--- src/rtl/spi_ctrl_pkg.sv ---
// Shared definitions for the SPI transfer arbiter: FSM encoding, id width
// and the {cpol,cpha} mode encodings.
package spi_ctrl_pkg;

  typedef enum logic [2:0] {
    IDLE,
    ARB,
    LAUNCH,
    WAIT_LO,
    WAIT_HI,
    FIN,
    GAP
  } state_t;

  localparam int N_REQ_DFLT = 4;
  localparam int IDW        = $clog2(N_REQ_DFLT);

  localparam logic [1:0] MODE0 = 2'b00;
  localparam logic [1:0] MODE1 = 2'b01;
  localparam logic [1:0] MODE2 = 2'b10;
  localparam logic [1:0] MODE3 = 2'b11;

  function automatic logic [1:0] mode_of(input logic cpol, input logic cpha);
    return {cpol, cpha};
  endfunction

endpackage

--- src/rtl/rr_pick.sv ---
// Combinational round-robin picker: first set req bit at or above rr_ptr,
// wrapping at N_REQ.
module rr_pick #(
  parameter int N_REQ = 4,
  parameter int IW    = $clog2(N_REQ)
) (
  input  logic [N_REQ-1:0] req,
  input  logic [IW-1:0]    rr_ptr,
  output logic [N_REQ-1:0] win_oh,
  output logic [IW-1:0]    win_idx,
  output logic             win_vld
);

  logic [2*N_REQ-1:0] req_dbl;
  logic [2*N_REQ-1:0] req_rot;
  logic [IW-1:0]      off;
  logic [IW:0]        idx_sum;

  // Doubling the vector lets a plain shift act as a rotate so rr_ptr lands on bit 0.
  assign req_dbl = {req, req};
  assign req_rot = req_dbl >> rr_ptr;
  assign win_vld = |req;

  always_comb begin
    off = '0;
    for (int k = N_REQ - 1; k >= 0; k--) begin
      if (req_rot[k]) begin
        off = IW'(k);
      end
    end
  end

  always_comb begin
    idx_sum = {1'b0, rr_ptr} + {1'b0, off};
    if (idx_sum >= (IW+1)'(N_REQ)) begin
      idx_sum = idx_sum - (IW+1)'(N_REQ);
    end
  end

  assign win_idx = idx_sum[IW-1:0];

  generate
    for (genvar gi = 0; gi < N_REQ; gi++) begin : g_oh
      assign win_oh[gi] = win_vld && (win_idx == IW'(gi));
    end
  endgenerate

endmodule

--- src/rtl/spi_xfer_arbiter.sv ---
// Round-robin scheduler sharing one SPI shift engine between N_REQ requesters;
// grants, latches the winner's mode/data, launches the engine and reports done.
module spi_xfer_arbiter
  import spi_ctrl_pkg::*;
#(
  parameter int N_REQ   = N_REQ_DFLT,
  parameter int DW      = 8,
  parameter int GAP_CYC = 4,
  parameter int TO_CYC  = 255
) (
  input  logic                     clk,
  input  logic                     rst_n,
  input  logic [N_REQ-1:0]         req,
  input  logic [N_REQ-1:0]         req_cpol,
  input  logic [N_REQ-1:0]         req_cpha,
  input  logic [N_REQ*DW-1:0]      req_dat,
  output logic [N_REQ-1:0]         gnt,
  output logic [N_REQ-1:0]         done,
  output logic                     err,
  output logic                     busy,
  output logic [$clog2(N_REQ)-1:0] active_id,
  output logic                     eng_start,
  output logic                     eng_cpol,
  output logic                     eng_cpha,
  output logic [DW-1:0]            eng_dat,
  input  logic                     eng_cs
);

  localparam int IW = $clog2(N_REQ);
  localparam int TW = $clog2(TO_CYC + 1);
  localparam int GW = $clog2(GAP_CYC + 1);

  state_t             state_reg;
  logic [IW-1:0]      rr_ptr_reg;
  logic [TW-1:0]      timer_reg;
  logic [GW-1:0]      gap_cnt_reg;
  logic [N_REQ-1:0]   gnt_reg;
  logic [N_REQ-1:0]   done_reg;
  logic               err_reg;
  logic               busy_reg;
  logic [IW-1:0]      active_id_reg;
  logic               eng_start_reg;
  logic               eng_cpol_reg;
  logic               eng_cpha_reg;
  logic [DW-1:0]      eng_dat_reg;

  logic [N_REQ-1:0]   win_oh;
  logic [IW-1:0]      win_idx;
  logic               win_vld;
  logic               wait_expired;

  rr_pick #(
    .N_REQ (N_REQ),
    .IW    (IW)
  ) u_rr_pick (
    .req     (req),
    .rr_ptr  (rr_ptr_reg),
    .win_oh  (win_oh),
    .win_idx (win_idx),
    .win_vld (win_vld)
  );

  // Leaving on TO_CYC-1 puts done/err TO_CYC+1 cycles after LAUNCH.
  assign wait_expired = (timer_reg == TW'(TO_CYC - 1));

  always_ff @(posedge clk or negedge rst_n) begin
    if (!rst_n) begin
      state_reg     <= IDLE;
      rr_ptr_reg    <= '0;
      timer_reg     <= '0;
      gap_cnt_reg   <= '0;
      gnt_reg       <= '0;
      done_reg      <= '0;
      err_reg       <= 1'b0;
      busy_reg      <= 1'b0;
      active_id_reg <= '0;
      eng_start_reg <= 1'b0;
      {eng_cpol_reg, eng_cpha_reg} <= MODE0;
      eng_dat_reg   <= '0;
    end else begin
      eng_start_reg <= 1'b0;
      done_reg      <= '0;
      err_reg       <= 1'b0;
      case (state_reg)
        IDLE: begin
          if (|req) begin
            state_reg <= ARB;
            busy_reg  <= 1'b1;
          end
        end
        ARB: begin
          if (win_vld) begin
            gnt_reg       <= win_oh;
            active_id_reg <= win_idx;
            {eng_cpol_reg, eng_cpha_reg} <= mode_of(req_cpol[win_idx], req_cpha[win_idx]);
            eng_dat_reg   <= req_dat[int'(win_idx)*DW +: DW];
            state_reg     <= LAUNCH;
          end else begin
            state_reg <= IDLE;
            busy_reg  <= 1'b0;
          end
        end
        LAUNCH: begin
          eng_start_reg <= 1'b1;
          timer_reg     <= '0;
          state_reg     <= WAIT_LO;
        end
        WAIT_LO: begin
          // A cs already low from a stale engine counts as the transfer start.
          if (!eng_cs) begin
            timer_reg <= '0;
            state_reg <= WAIT_HI;
          end else if (wait_expired) begin
            timer_reg <= TW'(TO_CYC);
            done_reg  <= gnt_reg;
            err_reg   <= 1'b1;
            state_reg <= FIN;
          end else begin
            timer_reg <= timer_reg + TW'(1);
          end
        end
        WAIT_HI: begin
          if (eng_cs) begin
            done_reg  <= gnt_reg;
            state_reg <= FIN;
          end else if (wait_expired) begin
            timer_reg <= TW'(TO_CYC);
            done_reg  <= gnt_reg;
            err_reg   <= 1'b1;
            state_reg <= FIN;
          end else begin
            timer_reg <= timer_reg + TW'(1);
          end
        end
        FIN: begin
          gnt_reg     <= '0;
          gap_cnt_reg <= '0;
          rr_ptr_reg  <= (active_id_reg == IW'(N_REQ - 1)) ? '0 : active_id_reg + IW'(1);
          state_reg   <= GAP;
        end
        GAP: begin
          if (gap_cnt_reg == GW'(GAP_CYC - 1)) begin
            state_reg <= IDLE;
            busy_reg  <= 1'b0;
          end else begin
            gap_cnt_reg <= gap_cnt_reg + GW'(1);
          end
        end
        default: begin
          state_reg <= IDLE;
          busy_reg  <= 1'b0;
        end
      endcase
    end
  end

  assign gnt       = gnt_reg;
  assign done      = done_reg;
  assign err       = err_reg;
  assign busy      = busy_reg;
  assign active_id = active_id_reg;
  assign eng_start = eng_start_reg;
  assign eng_cpol  = eng_cpol_reg;
  assign eng_cpha  = eng_cpha_reg;
  assign eng_dat   = eng_dat_reg;

endmodule

--- config.mk ---
export PLATFORM = sky130hd
export DESIGN_NAME = spi_xfer_arbiter
export DESIGN_NICKNAME = d
export VERILOG_FILES = /design/src/rtl/spi_ctrl_pkg.sv /design/src/rtl/rr_pick.sv /design/src/rtl/spi_xfer_arbiter.sv
export SDC_FILE = /design/constraint.sdc
export NUM_CORES = 1
export LEC_CHECK = 0
export BUFFER_PORTS_ARGS = -buffer_cell sky130_fd_sc_hd__buf_2
export CAP_MARGIN = 25
export CORE_UTILIZATION = 52
export DETAILED_ROUTE_END_ITERATION = 12
export PLACE_DENSITY_LB_ADDON = 0.05
export RECOVER_POWER = 100
export SYNTH_ARGS = -nofsm -noshare
export SYNTH_HDL_FRONTEND = slang
export SYNTH_HIERARCHICAL = 1
export SYNTH_SLANG_ARGS = --single-unit
--- constraint.sdc ---
create_clock -name clk -period 7.9 [get_ports clk]
set_clock_uncertainty 0.1 [all_clocks]
set_input_delay 1.185 -clock clk [delete_from_list [all_inputs] [get_ports clk]]
set_output_delay 1.185 -clock clk [all_outputs]
set_load 0.005 [all_outputs]
==> flow_summary_export.csv <==
group,metric,value,unit
floorplan,rows,24,
yosys,yosysTopAreaCell,"dfrtp_1",
grt,grt_antenna_before_repair,0,
sta,max_clock_freq,0.2739,GHz
grt,grt_max_degree,40,
worst_setup_path,cp_max_fo,9,
clock_tree,cts.sinks,39,
grt,first_global_vias,1813,
detailed_routing,drt_iter0_drc,84,
clock_tree,clk_latency,280,ps
clock_tree,h-tree-depth,2,
yosys,synthFlopType,"dfrtp_1",
detailed_routing,vias,1866,
detailed_routing,drt_pre_antenna_iters,4,
sta,holdWs,405.9,ps
grt,grt_overflow,0,
cells_and_area,fin_area,2744,sq um
clock_tree,cts_tree,"yes",
detailed_routing,wl_per_cell,14.34,microns
placed_design,place_area,2715,sq um
clock_tree,path_clk_slew,70,ps
floorplan,die_y,69.71,microns
sta,setup_ws,4249,ps
cells_and_area,diodes,0,
sta,finalSetupViolations,0,
power,p_leak,1.262,nW
grt,gr-usage-all-layers,0.2087,
yosys,synth_area_per_cell,11.14,sq um
detailed_routing,drc,0,
detailed_routing,finalWirelength,4.746,mm
cells_and_area,synthToLayoutAreaGrowth,15.12,%
outcome,violations,"max-capacitance violations, max-slew violations",
sta,tightest_slew,2089,ps
worst_setup_path,cp_slowest_cell,"xnor2_1",
clock_tree,cts_made_buffers,5,
sta,maxSlewHeadroom,-0.3929,
yosys,async_flop_share,1.000,
floorplan,die_w,69.71,microns
worst_hold_path,min-delay-path-class,"reg2reg",
sta,finalCritPeriodShare,0.4622,
yosys,yosysSeqAreaShare,0.4094,
placed_design,post-place-ws,4222,ps
clock_tree,cts_setup_buffers,0,
floorplan,core,4384,sq um
worst_setup_path,cp-end-kind,"flip-flop",
yosys,ys_warn_count,6,
cells_and_area,nets,333,
power,finalPower,0.0009812,W
yosys,syn_area,2384,sq um
sta,period_needed,3651,ps
sta,rsz0062_at_grt,"false",
worst_setup_path,crit_type,"in2reg",
worst_setup_path,critical_path.top_delay_family,"buffers and inverters",
worst_setup_path,critPathMaxStageDelay,430,ps
placed_design,gp_congestion,0.7380,
yosys,synth_area_leaders,"dfrtp_1 41%, mux4_2 9.4%, mux2_2 6.1%",
grt,grt_pass1_wl,8.224,mm
clock_tree,clockBufferDepth,2,
clock_tree,cts-resized-gates,0,
sta,tns,0,ps
clock_tree,ctsRootBufferMaster,"clkbuf_8",
power,vdd_drop_max,0.1776,mV
placed_design,port_buffers,69,
yosys,syn_nets,267,
yosys,syn_inst,214,
outcome,status,"complete, but fails checks",
worst_setup_path,worstPathRequired,7970,ps
detailed_routing,drtAntennaViolNets,0,
placed_design,place.detailed.hpwl,3.519,mm
yosys,yosysUniqueCellTypes,56,
yosys,synth-seq-cells,39,
sta,hold_viol,0,
floorplan,start_util,0.5437,
worst_setup_path,critPathBufInv,2,
floorplan,pin_count,70,
worst_setup_path,cp_data_arrival_time,3720,ps
floorplan,die_area,4859,sq um
clock_tree,cts_hold_buf,0,
power,power_density,357.6,nW/um^2
yosys,synth-edff-count,0,
sta,slew_viol_final,40,
cells_and_area,mostFrequentLayoutCell,"buf_2",
worst_setup_path,cp-start-kind,"input port",
run,cap_violations,1,
cells_and_area,drive_gt1_frac,0.3441,
detailed_routing,viasPerCell,5.637,
cells_and_area,final_cell_mix,"59 x buf_2, 39 x dfrtp_1, 19 x nand2_1, 17 x o21ai_0, 13 x mux2_2",
worst_setup_path,path_cells,"clkbuf_1 -> nor2_1 -> a21oi_1 -> o211ai_1 -> ha_1 -> xnor2_1 -> xnor2_1 -> clkbuf_1 -> mux4_2 -> mux2_2",
yosys,yosysTopAreaCellShare,0.4094,
[power breakdown]
part	switching, W	internal [W]
Combinational	0.000240	0.000274
Clock	0.0000644	0.0000589
Sequential	0.0000733	0.000270
[final cells by class]
type	instances	area, sq um
repair buffers	70	336.6
clock buffers	6	72.57
fillers	369	1640
inverters	11	41.29
flip-flops and latches	39	975.9
multi-input cells	153	1252
well taps	52	65.06
[through the flow]
stage            util  cells
2_1_floorplan       -    214
3_3_place_gp   0.6176    324
3_5_place_dp   0.6193    325
4_1_cts        0.6358    331
5_1_grt        0.6259    331
6_report       0.6259    331
[Yosys cell counts (3+ instances only)]
library cell / number
nand2_1: 19
inv_1: 11
mux2i_1: 6
mux2_2: 13
buf_2: 3
nor3_1: 3
nand3_1: 3
nor4_1: 3
a22o_1: 7
buf_6: 3
a21oi_1: 7
dfrtp_1: 39
and3_1: 4
nor2b_1: 4
mux4_2: 10
nor2_1: 11
ha_1: 6
o21ai_0: 16
[layer usage]
metal  wire (microns)  track usage  vias to the layer above
met2             2286       0.3495                       50
met5                0            0                        -
met3              220      0.04506                        5
met1             2211       0.2824                      883
met4               27      0.04000                        0
li1                 -            -                      928
[path summary, 6_finish.rpt]
kind                                      startpoint                    endpoint  slack [ps]  cells after the start
hold / removal                eng_dat[1]$_DFFE_PN0P_      eng_dat[1]$_DFFE_PN0P_         410                      1
hold reg to reg               eng_dat[1]$_DFFE_PN0P_      eng_dat[1]$_DFFE_PN0P_         410                      1
max in group asynchronous                      rst_n  gap_cnt_reg[1]$_DFFE_PN0P_        5110                      1
setup / recovery                              req[0]      eng_dat[4]$_DFFE_PN0P_        4250                     10
setup reg to reg           rr_ptr_reg[0]$_DFFE_PN0P_      eng_dat[4]$_DFFE_PN0P_        4810                     10
min in group asynchronous                      rst_n          gnt[0]$_DFFE_PN0P_        1400                      1
[cells by family after synthesis]
logic type | count (synthesis) | synth area share
xor+xnor | 3 | 0.01103
compound gates | 52 | 0.1669
buf+inv | 22 | 0.05354
mux | 29 | 0.1811
flops | 39 | 0.4095
fa+ha+maj | 6 | 0.03150
simple gates | 63 | 0.1465
(Power assumes the default switching activity.)
